==> config.mk <==
export PLATFORM = sky130hd
export DESIGN_NAME = ahb_rr_arbiter
export DESIGN_NICKNAME = d
export VERILOG_FILES = /design/src/rtl/ahb_pkg.sv /design/src/rtl/rr_priority_pick.sv /design/src/rtl/ahb_rr_arbiter.sv
export SDC_FILE = /design/constraint.sdc
export NUM_CORES = 1
export LEC_CHECK = 0
export ABC_CLOCK_PERIOD_IN_PS = 3720
export BUFFER_PORTS_ARGS = -buffer_cell sky130_fd_sc_hd__buf_2
export CORE_MARGIN = 8
export CORE_UTILIZATION = 35
export DETAILED_ROUTE_END_ITERATION = 10
export SYNTH_ARGS = -nofsm -noshare
export SYNTH_HDL_FRONTEND = slang
export SYNTH_SLANG_ARGS = --single-unit
==> constraint.sdc <==
create_clock -name hclk -period 3.72 [get_ports hclk]
set_clock_uncertainty 0.1 [all_clocks]
set_input_delay 0.558 -clock hclk [delete_from_list [all_inputs] [get_ports hclk]]
set_output_delay 0.558 -clock hclk [all_outputs]
set_load 0.005 [all_outputs]
==> src/rtl/ahb_pkg.sv <==
// Shared AHB definitions: transfer/response/burst codes, burst length helper
// and the arbiter state encoding.
package ahb_pkg;

  localparam logic [1:0] HTRANS_IDLE   = 2'd0;
  localparam logic [1:0] HTRANS_BUSY   = 2'd1;
  localparam logic [1:0] HTRANS_NONSEQ = 2'd2;
  localparam logic [1:0] HTRANS_SEQ    = 2'd3;

  localparam logic [1:0] HRESP_OKAY  = 2'd0;
  localparam logic [1:0] HRESP_ERROR = 2'd1;
  localparam logic [1:0] HRESP_RETRY = 2'd2;
  localparam logic [1:0] HRESP_SPLIT = 2'd3;

  localparam logic [2:0] HBURST_SINGLE = 3'd0;
  localparam logic [2:0] HBURST_INCR   = 3'd1;
  localparam logic [2:0] HBURST_WRAP4  = 3'd2;
  localparam logic [2:0] HBURST_INCR4  = 3'd3;
  localparam logic [2:0] HBURST_WRAP8  = 3'd4;
  localparam logic [2:0] HBURST_INCR8  = 3'd5;
  localparam logic [2:0] HBURST_WRAP16 = 3'd6;
  localparam logic [2:0] HBURST_INCR16 = 3'd7;

  typedef enum logic [1:0] {
    ARB    = 2'd0,
    BURST  = 2'd1,
    LOCKED = 2'd2
  } arb_state_t;

  // Beats remaining after the NONSEQ; zero means no fixed length to hold for.
  function automatic logic [3:0] burst_len_m1(input logic [2:0] hburst);
    case (hburst)
      HBURST_WRAP4,  HBURST_INCR4:  burst_len_m1 = 4'd3;
      HBURST_WRAP8,  HBURST_INCR8:  burst_len_m1 = 4'd7;
      HBURST_WRAP16, HBURST_INCR16: burst_len_m1 = 4'd15;
      default:                      burst_len_m1 = 4'd0;
    endcase
  endfunction

endpackage

==> src/rtl/rr_priority_pick.sv <==
// Round-robin pick: first eligible index searching upward from rr_ptr+1 with wrap.
module rr_priority_pick #(
  parameter int NUM_MASTERS = 4,
  parameter int MIDX_W      = 4
) (
  input  logic [NUM_MASTERS-1:0] eligible,
  input  logic [MIDX_W-1:0]      rr_ptr,
  output logic [MIDX_W-1:0]      winner,
  output logic                   valid
);

  // Walk offsets from farthest to nearest so the nearest hit is the last write.
  always_comb begin
    winner = '0;
    valid  = 1'b0;
    for (int off = NUM_MASTERS; off >= 1; off--) begin
      for (int i = 0; i < NUM_MASTERS; i++) begin
        if (eligible[i] && (i == ((int'(rr_ptr) + off) % NUM_MASTERS))) begin
          winner = MIDX_W'(i);
          valid  = 1'b1;
        end
      end
    end
  end

endmodule

==> src/rtl/ahb_rr_arbiter.sv <==
// AHB round-robin bus arbiter with fixed-burst hold, locked transfers and SPLIT masking.
//
// state  | meaning
// ARB    | grant re-evaluated on every hready=1 cycle
// BURST  | fixed-length burst in flight, grant held until last beat
// LOCKED | locked sequence in flight, grant held until hlock drops
module ahb_rr_arbiter
  import ahb_pkg::*;
#(
  parameter int NUM_MASTERS    = 4,
  parameter int DEFAULT_MASTER = 0,
  parameter int MIDX_W         = 4
) (
  input  logic                   hclk,
  input  logic                   hreset,
  input  logic [NUM_MASTERS-1:0] hbusreq,
  input  logic [NUM_MASTERS-1:0] hlock,
  input  logic [1:0]             htrans,
  input  logic [2:0]             hburst,
  input  logic                   hready,
  input  logic [1:0]             hresp,
  input  logic [15:0]            hsplit,
  output logic [NUM_MASTERS-1:0] hgrant,
  output logic [MIDX_W-1:0]      hmaster,
  output logic                   hmastlock
);

  localparam logic [MIDX_W-1:0] DEF_IDX = MIDX_W'(DEFAULT_MASTER);

  arb_state_t               state;
  logic [NUM_MASTERS-1:0]   split_mask;
  logic [MIDX_W-1:0]        rr_ptr;
  logic [3:0]               beat_cnt;

  logic [NUM_MASTERS-1:0]   eligible;
  logic [MIDX_W-1:0]        winner;
  logic                     winner_valid;
  logic [MIDX_W-1:0]        next_idx;
  logic [NUM_MASTERS-1:0]   next_grant;
  logic [MIDX_W-1:0]        grant_idx;
  logic                     grant_lock;
  logic                     owner_lock;
  logic [NUM_MASTERS-1:0]   split_hit;
  logic                     split_evt;
  logic [3:0]               len_m1;
  logic                     unused_hsplit;

  assign eligible      = hbusreq & ~split_mask;
  assign next_idx      = winner_valid ? winner : DEF_IDX;
  assign grant_lock    = |(hlock & hgrant);
  assign split_evt     = !hready && (hresp == HRESP_SPLIT);
  assign len_m1        = burst_len_m1(hburst);
  assign unused_hsplit = ^hsplit;

  rr_priority_pick #(
    .NUM_MASTERS (NUM_MASTERS),
    .MIDX_W      (MIDX_W)
  ) u_pick (
    .eligible (eligible),
    .rr_ptr   (rr_ptr),
    .winner   (winner),
    .valid    (winner_valid)
  );

  // Index decode/encode kept as loops so no variable-width bit selects appear.
  always_comb begin
    grant_idx  = '0;
    owner_lock = 1'b0;
    next_grant = '0;
    split_hit  = '0;
    for (int i = 0; i < NUM_MASTERS; i++) begin
      if (hgrant[i]) grant_idx = MIDX_W'(i);
      if (MIDX_W'(i) == hmaster) begin
        owner_lock = hlock[i];
        if (i != DEFAULT_MASTER) split_hit[i] = 1'b1;
      end
      next_grant[i] = (MIDX_W'(i) == next_idx);
    end
  end

  always_ff @(posedge hclk) begin
    if (hreset) begin
      hgrant     <= NUM_MASTERS'(1) << DEFAULT_MASTER;
      hmaster    <= DEF_IDX;
      hmastlock  <= 1'b0;
      split_mask <= '0;
      rr_ptr     <= DEF_IDX;
      beat_cnt   <= '0;
      state      <= ARB;
    end else begin
      // A SPLIT set in the same cycle as its release overrides the release.
      split_mask <= (split_mask & ~hsplit[NUM_MASTERS-1:0]) | (split_evt ? split_hit : '0);
      if (!hready) begin
        if (split_evt) state <= ARB;
      end else begin
        hmaster   <= grant_idx;
        hmastlock <= grant_lock;
        case (state)
          ARB: begin
            if (htrans == HTRANS_NONSEQ && len_m1 != 4'd0) begin
              state    <= BURST;
              beat_cnt <= len_m1;
            end else if (htrans == HTRANS_NONSEQ && owner_lock) begin
              state <= LOCKED;
            end else begin
              hgrant <= next_grant;
              if (winner_valid) rr_ptr <= winner;
            end
          end
          BURST: begin
            if (htrans == HTRANS_IDLE || htrans == HTRANS_NONSEQ ||
                (htrans == HTRANS_SEQ && beat_cnt <= 4'd1)) begin
              state    <= ARB;
              beat_cnt <= '0;
              hgrant   <= next_grant;
              if (winner_valid) rr_ptr <= winner;
            end else if (htrans == HTRANS_SEQ) begin
              beat_cnt <= beat_cnt - 4'd1;
            end
          end
          LOCKED: begin
            if (!owner_lock) state <= ARB;
          end
          default: state <= ARB;
        endcase
      end
    end
  end

endmodule

# Word-level counts from Yosys, hierarchy flattened
# Index checks and enable logic that the tools add are counted.
[op_classes] addsub=5 magnitude_cmp=1 eq_ne=37 n_mux=64 bitwise=10 n_reduce_logical=45
[op_table] operator="32-bit logical NOT" n=4
[op_table] operator="4-bit two-way mux" n=14
[op_table] operator="2-bit two-way mux" n=20
[op_table] operator="1-bit two-way mux" n=25
[op_table] operator="3-bit == test, first input constant" n=8
[op_table] operator="4-bit case mux with 2 select lines" n=3
[op_table] operator="1-bit logical AND" n=20
[op_table] operator="2-bit by 4-bit == test with 1-bit output, first input constant" n=4
[op_table] operator="2-bit OR reduction" n=7
[op_table] operator="4-bit bitwise AND" n=3
[op_table] operator="2-bit by 3-bit == test with 1-bit output, first input constant" n=4
[op_table] operator="3-bit == test, second input constant" n=4
[op_table] operator="4-bit case mux with 3 select lines" n=1
[op_table] operator="3-bit != test, second input constant" n=3
[op_table] operator="1-bit by 4-bit == test with 1-bit output, first input constant" n=2
[op_table] operator="2-bit == test, second input constant" n=4
[op_table] operator="4-bit logical NOT" n=2
[op_table] operator="2-bit != test, second input constant" n=4
[op_table] operator="4-bit inverter" n=2
[op_table] operator="4-bit AND reduction" n=2
[op_table] operator="3-bit by 2-bit == test with 1-bit output, second input constant" n=2
[op_table] operator="2-bit case mux with 3 select lines" n=1
[op_table] operator="5-bit AND reduction" n=1
[op_table] operator="2-bit by 1-bit adder with 2-bit output, second input constant" n=2
[op_table] operator="13 further kinds" n=20
[word_totals] register_bits=23 inputBits=34 output_inout_bits=9 word_cells=169

# Logic depth before layout (Yosys ltp)
# Gate-level depths: netlist (run 1).
[logic_depth] word_depth=26 ltp_mapped=6 mapped_depth_nobuf=6

# Cells and area by module
# A second synthesis (run 1) with hierarchy kept.
[hier_totals] cells_unflattened=149 area_unflattened_um2=1321.3
[by_module_without_submodules] module="ahb_rr_arbiter" n_inst=1 cells_per_inst=132 area_per_inst_um2=1221.2 seq_area_each_um2=420.4
[by_module_without_submodules] module="rr_priority_pick" n_inst=1 cells_per_inst=17 area_per_inst_um2=100.1 seq_area_each_um2=0.0

# Worst setup path before layout (run 1)
# OpenSTA, ideal clock, no wires.
[synth_timing] path_kind="input-to-reg" start="in hlock[3]" end="reg hgrant[1]" setup_ps=87 arrival_time_ps=1866 required_ps=3533 setup_slack_ps=1667 cell_stages=4 path_buffers=0 cell_sequence="mux4_2 > o21a_4 > or4_4 > o31ai_1"
[synth_between] elab_chain_cells=4
[synth_lines] item="start: declaration" line_no="ahb_rr_arbiter.sv:17" rtl="input logic [NUM_MASTERS-1:0] hlock,"
[synth_lines] item="1-bit two-way mux" line_no="ahb_rr_arbiter.sv:73" rtl="if (MIDX_W'(i) == hmaster) begin"
[synth_lines] item="1-bit logical AND" line_no="ahb_rr_arbiter.sv:103" rtl="end else if (htrans == HTRANS_NONSEQ && owner_lock) begin"
[synth_lines] item="2-bit != test (no line)"
[synth_lines] item="5-bit AND reduction (no line)"
[synth_lines] item="end signal: assignment" line_no="ahb_rr_arbiter.sv:83" rtl="hgrant <= NUM_MASTERS'(1) << DEFAULT_MASTER;"
[synth_lines] item="end signal: assignment" line_no="ahb_rr_arbiter.sv:106" rtl="hgrant <= next_grant;"
[synth_lines] item="end signal: assignment" line_no="ahb_rr_arbiter.sv:115" rtl="hgrant <= next_grant;"
[synth_lines] item="end: declaration" line_no="ahb_rr_arbiter.sv:23" rtl="output logic [NUM_MASTERS-1:0] hgrant,"
# Every way passes these cells.
# A chain may end at the register's enable or synchronous reset.

# Final worst setup path (run 1)
[layout_timing] start="reg hmaster[0]" end="reg hgrant[2]"
[layout_between] elab_chain_cells=8 word_cells_on_any_way=11 cone_classes="eq/ne: 4; mux: 4; reduce/logical: 3"
[layout_lines] item="start: declaration" line_no="ahb_rr_arbiter.sv:24" rtl="output logic [MIDX_W-1:0] hmaster,"
[layout_lines] item="start signal: assignment" line_no="ahb_rr_arbiter.sv:96" rtl="hmaster <= grant_idx;"
[layout_lines] item="4-bit logical NOT" line_no="ahb_rr_arbiter.sv:73"
[layout_lines] item="1-bit two-way mux (3 in a row)" line_no="ahb_rr_arbiter.sv:73"
[layout_lines] item="1-bit two-way mux (*)" line_no="ahb_rr_arbiter.sv:73"
[layout_lines] item="1-bit logical AND (*)" line_no="ahb_rr_arbiter.sv:103"
[layout_lines] item="2-bit != test (no line) (*)"
[layout_lines] item="5-bit AND reduction (no line) (*)"
# Every way passes the cells marked *; elsewhere a longest branch is shown, timed or not.

==> results.tsv, run 1 <==
metric	value	unit
cts.path.max_buffers	2	
grt_max_degree	14	
synth-seq-cells	19	
place_ws	1.40	ns
crit_fanout	7	
synth_ff_type	dfxtp_1	
viasPerCell	5.57	
synthArstFlopShare	0	
start_kind	register	
ant_nets	0	
grt_pass1_wl	4960	um
vdd_drop_max	0.214	mV
die-area	5390	um2
max_stage_delay	0.57	ns
firstDrtPassIters	4	
wl_met3	139	um
rsz0062_at_grt	no	
clkPwrFrac	0.253	
r2r_start	hmaster[0]$_SDFFE_PP0P_	
p_switching	0.129	mW
h-tree-depth	1	
min_period	2.10	ns
synth_cells	132	
cts.sinks	19	
met2_length	1510	um
combinationalPowerShare	0.216	
drc	0	
io-pin-count	43	
rrSetupSlack	1.62	ns
status	complete, no violations	
yosysTopAreaCell	dfxtp_1	
final_util	0.412	
synthTopCellsByArea	dfxtp_1 (33%), nand2b_1 (4.3%), nand3b_1 (3.3%), nor2_1 (3.3%), nand3_1 (3.0%)	
ctsHoldBuffers	0	
timing.max_slew.rel_slack	0.594	
routed_wl	3010	um
power	0.428	mW
syn_area	1150	um2
fin_ws	1.62	ns
grt_pass1_vias	1118	
cts_tree	built	
avgRoutedWirePerCell	14.8	um
worstSetupStartpoint	hmaster[0]$_SDFFE_PP0P_	
r2r_cells	4	
place.gp.congestion	0.903	
crit_type	reg -> reg	
timing.final.crit_share	0.565	
final_area	1340	um2
area_delta_synth_final	16.4	%
cp.arrival	2.22	ns
p_leak	0.553	nW
die_y	73.4	um
core	3260	um2
placed_area	1320	um2
max_cap_violations	0	
critical_path_required	3.84	ns
row_count	21	
switching_share	0.302	
hold_path.class	in -> reg	
crit_chain	mux4_2 -> o21a_4 -> or4_4 -> o31ai_1	
antenna_found_initial	0	
antenna_cells	0	
root_buffer	clkbuf_4	
clk_pin_slew	0.11	ns
drv_slew	0	
fmax	476	MHz
crit_end	hgrant[2]$_SDFFE_PP0P_	
end_kind	register	
cts_buffers	3	
hold_viol	0	
vias	1130	
synth_edf_count	0	
whs_path_depth	2	
ys_warn_count	0	
drive_gt1_frac	0.242	
io_buffer_count	27	
synth_area_per_cell	8.74	um2
post_cts_resized	0	
m1WireLength	1340	um
grt_use_total	0.114	
cts_setup_buffers	0	
tns	0	ns
yosysTopAreaCellShare	0.330	
power.share.sequential	0.531	
tightest_slew	0.601	ns
r2r-end	hgrant[2]$_SDFFE_PP0P_	
p_int	0.299	mW
drt_iter0_drc	74	
ys_seq_area_frac	0.330	
topRoutingLayerUsed	met4	
power_density	319	nW/um2
setup_violations	0	
synth_cell_types	48	
insertion_delay	0.30	ns
overflow	0	
start_util	0.354	
fin_nets	194	
die_w	73.4	um
dpl.hpwl	2350	um
cp_slowest_cell	mux4_2	
[power groups by stage]
stage               Combinational [mW]  Sequential [mW]  Clock, mW
finish                          0.0924            0.228      0.108
global route                     0.103            0.230      0.122
CTS                             0.0929            0.228      0.113
detailed placement              0.0923            0.232          0
global placement                0.0897            0.231          0
floorplan                       0.0646            0.228          0
[logic make-up (layout without fill, tap and decap cells)]
family,after synthesis,count (layout),synth area share
fa+ha+maj,2,2,0.0217
simple gates,49,49,0.248
buf+inv,16,40,0.0586
flops,19,19,0.330
compound gates,42,42,0.302
other cells,1,2,0.00325
mux,3,3,0.0369
[registers in the layout (all words and copies together), names as in the netlist]
| name | count |
|---|---|
| hmastlock | 1 |
| split_mask | 4 |
| state | 2 |
| beat_cnt | 4 |
| hgrant | 4 |
| hmaster | 2 |
| rr_ptr | 2 |
[worst min path at each step]
| stage | endpoint | startpoint | slack, ns |
|---|---|---|---|
| after global routing | split_mask[0]$_SDFF_PP0_ | hsplit[0] | 0.28 |
| after detailed placement | split_mask[2]$_SDFF_PP0_ | split_mask[2]$_SDFF_PP0_ | 0.37 |
| after CTS | split_mask[0]$_SDFF_PP0_ | hsplit[0] | 0.29 |
| after global placement | split_mask[2]$_SDFF_PP0_ | split_mask[2]$_SDFF_PP0_ | 0.36 |
| after floorplan | split_mask[2]$_SDFF_PP0_ | split_mask[2]$_SDFF_PP0_ | 0.34 |
| final | split_mask[0]$_SDFF_PP0_ | hsplit[0] | 0.30 |
[worst max-delay path: cells and delay by family (launching register included)]
kind	cells	cell delay [ns]
flip-flops	1	0.45
AND/OR/NAND/NOR	1	0.44
AO/OA/AOI/OAI	2	0.47
multiplexers	1	0.57
[metal layers]
metal	global-route usage	vias to the layer above
li1	-	565
met1	0.129	542
met3	0.0355	2
met2	0.206	21
met5	0	-
met4	0.0222	0
[cells in the final DEF, fill, tap and decap left out, types with 2 or more instances in the layout]
master / instances
a211oi_1: 2
a21oi_1: 5
a221oi_1: 3
a22oi_1: 2
a311oi_1: 2
a32oi_1: 2
buf_2: 27
clkbuf_4: 3
conb_1: 2
dfxtp_1: 19
ha_1: 2
inv_1: 9
mux2i_1: 2
nand2_1: 4
nand2b_1: 8
nand3_1: 7
nand3b_1: 5
nor2_1: 10
nor2b_1: 2
nor3b_1: 2
o211a_1: 2
o221a_2: 2
o22ai_1: 2
o311ai_0: 3
o31ai_1: 4
o32ai_1: 3
or2_2: 2
[final cells by class]
cell class / count / area [um2]
Clock buffer: 4 / 26.3
Fill cell: 365 / 1920
Inverter: 9 / 33.8
Multi-Input combinational cell: 98 / 709
Sequential cell: 19 / 380
Tap cell: 46 / 57.6
Timing Repair Buffer: 27 / 135
[through the flow]
step           cells  hold slack [ns]
3_5_place_dp     199            0.371
5_1_grt          203            0.280
4_1_cts          203            0.294
3_3_place_gp     199            0.358
2_1_floorplan    133            0.344
6_report         203            0.301
[Yosys cell counts (2+ instances only)]
| cell | n |
|---|---|
| dfxtp_1 | 19 |
| nor2_1 | 10 |
| inv_1 | 9 |
| nand2b_1 | 8 |
| nand3_1 | 7 |
| a21oi_1 | 5 |
| nand3b_1 | 5 |
| nand2_1 | 4 |
| o31ai_1 | 4 |
| a221oi_1 | 3 |
| clkbuf_1 | 3 |
| o311ai_0 | 3 |
| o32ai_1 | 3 |
| a211oi_1 | 2 |
| a22oi_1 | 2 |
| a311oi_1 | 2 |
| a32oi_1 | 2 |
| buf_1 | 2 |
| buf_4 | 2 |
| ha_1 | 2 |
| mux2i_1 | 2 |
| nor2b_1 | 2 |
| nor3b_1 | 2 |
| o211a_1 | 2 |
| o221a_2 | 2 |
| o22ai_1 | 2 |
| or2_2 | 2 |
Note: power is estimated with default switching activity, not from simulation.
==> run 2: changes to the inputs <==
Settings changed: ABC_CLOCK_PERIOD_IN_PS 3720 to 1800.
Clock period 3.72 ns to 1.8 ns, I/O delays scaled along.
==> run 2 against run 1 <==
The flow now finishes with violations (setup timing); sequential power grew 100%; critical path depth unchanged; cell count up 7.9%; first-iteration DRC count fell by 32%; hold slack got worse by 0.29 ns; sequential share of layout area shrank 2.8 points; largest power group unchanged.
==> results.tsv, run 2 (synthesized netlist as in run 1, its figures left out) <==
metric	value	unit	change
status	complete, but fails checks		
failed_checks	setup timing		
max_cap_violations	0		unchanged
antenna_found_initial	0		unchanged
final_cell_mix	buf_2 (27), dfxtp_1 (18), buf_4 (16), nor2_1 (10), inv_1 (9)		
worstHoldStart	hsplit[0]		
grt_pass1_vias	1203		+7.6%
core	3260	um2	unchanged
ant_nets	0		unchanged
start_kind	register		
tightest_slew	0.590	ns	-0.0110 ns
p_switching	0.288	mW	+120%
timing.final.crit_share	1.09		+0.523
use_met2	0.216		+0.0109
viasPerCell	5.59		+0.49%
vias	1225		+8.4%
clkPwrFrac	0.242		-0.011
fmax	510	MHz	+7.3%
switching_share	0.308		+0.00682
path_buf_inv	0		unchanged
cts.sinks	19		unchanged
avgRoutedWirePerCell	14.9	um	+0.27%
area_delta_synth_final	30.6	%	
overflow	0		unchanged
rsz0062_at_grt	yes		
die_w	73.4	um	unchanged
hold_viol	0		unchanged
drv_slew	0		unchanged
io_buffer_count	27		unchanged
rrSetupSlack	-0.16	ns	-1.78 ns
place.gp.congestion	0.831		-7.9%
start_util	0.354		unchanged
crit_chain	mux4_2 -> o21a_4 -> or4_4 -> o31ai_2		
cts.path.max_buffers	2		unchanged
drive_gt1_frac	0.364		+0.122
min_period	1.96	ns	-0.143 ns
whs_path_depth	2		unchanged
cp_slowest_cell	mux4_2		
cp.arrival	2.08	ns	-0.14 ns
dpl.hpwl	2480	um	+5.4%
root_buffer	clkbuf_4		
critical_path.top_delay_family	multiplexers		
r2r_start	hmaster[0]$_SDFFE_PP0P_		
top_regs	beat_cnt (4), hgrant (4), split_mask (4)		
place_ws	-0.146	ns	-1.54 ns
crit_type	reg -> reg		
die-area	5390	um2	unchanged
insertion_delay	0.31	ns	about the same
cts_buffers	3		unchanged
grt_pass1_wl	5310	um	+7.0%
placed_area	1430	um2	+8.8%
fin_ws	-0.160	ns	-1.78 ns
max_stage_delay	0.51	ns	-0.06 ns
routed_wl	3260	um	+8.2%
r2r-end	hgrant[2]$_SDFFE_PP0P_		
fill_cells	355		-2.7%
layout_commonest_cell	buf_2		
drc	0		unchanged
clk_pin_slew	0.12	ns	about the same
power.share.sequential	0.501		-0.030
drt_iter0_drc	50		-32%
end_kind	register		
fin_nets	210		+8.2%
combinationalPowerShare	0.257		+0.041
h-tree-depth	1		unchanged
p_leak	0.647	nW	+17%
io-pin-count	43		unchanged
grt_use_total	0.123		+0.00812
grtUsageMet1	0.141		+0.0126
grt_max_degree	13		-1
die_y	73.4	um	unchanged
power	0.932	mW	+120%
firstDrtPassIters	4		unchanged
final_area	1510	um2	+12%
vdd_drop_max	0.278	mV	+30%
grt_use_met3	0.0246		-0.0109
setup_violations	6		+6
p_int	0.645	mW	+120%
power_density	619	nW/um2	+94%
crit_fanout	4		-3
hold_path.class	in -> reg		
row_count	21		unchanged
whs_endpoint	split_mask[0]$_SDFF_PP0_		
worstSetupStartpoint	hmaster[0]$_SDFFE_PP0P_		
busiest_layer	met2		
critical_path_required	1.92	ns	-1.92 ns
cts_tree	built		
antenna_cells	0		unchanged
timing.hold.ws	0.0140	ns	-0.287 ns
r2r_cells	4		unchanged
timing.max_slew.rel_slack	0.607		+0.0130
## run 2: how the worst max path moves through the flow
| stage | end | depth (start not counted) |
|---|---|---|
| after floorplan | hgrant[2]$_SDFFE_PP0P_ | 4 |
| after global placement | hgrant[3]$_SDFFE_PP0P_ | 5 |
| after detailed placement | hgrant[1]$_SDFFE_PP0P_ | 5 |
| after CTS | hgrant[3]$_SDFFE_PP0P_ | 4 |
| after global routing | hgrant[2]$_SDFFE_PP0P_ | 4 |
| final | hgrant[2]$_SDFFE_PP0P_ | 4 |
## run 2: timing repair
item,CTS,global route
setup buffers,0,1
pin swaps,0,3
endpoints found under the hold margin,0,0
gates cloned,0,0
resized for setup,3,7
endpoints found under the setup margin,6,7
hold buffers,0,0
## run 2: final cells by class
type,count,area [um2],share of cell area
well taps,46,57.6,0.0382
flip-flops and latches,19,384,0.255
repair buffers,43,255,0.169
clock inverters,1,5.00,0.00332
inverters,9,33.8,0.0224
clock buffers,3,22.5,0.0150
multi-input cells,98,748,0.497
## run 2: per-layer routing
metal	wire length [um]	up-vias	share of wire
met3	142	7	0.044
li1	-	595	-
met2	1620	29	0.50
met1	1420	594	0.44
met5	0	-	0
met4	79	0	0.024
## run 2: power groups by stage
stage	clock network [mW]	logic, mW	registers (mW)
final	0.226	0.240	0.467
after floorplan	0	0.134	0.471
after CTS	0.233	0.229	0.466
after detailed placement	0	0.223	0.475
after global routing	0.250	0.267	0.470
after global placement	0	0.218	0.474
## run 2: stage by stage
step | instances | util | setup TNS (ns)
5_1_grt | 219 | 0.462 | -1.06
3_5_place_dp | 214 | 0.440 | -0.691
4_1_cts | 218 | 0.451 | -0.740
2_1_floorplan | 133 | - | -0.362
3_3_place_gp | 214 | 0.440 | -0.573
6_report | 219 | 0.462 | -0.849
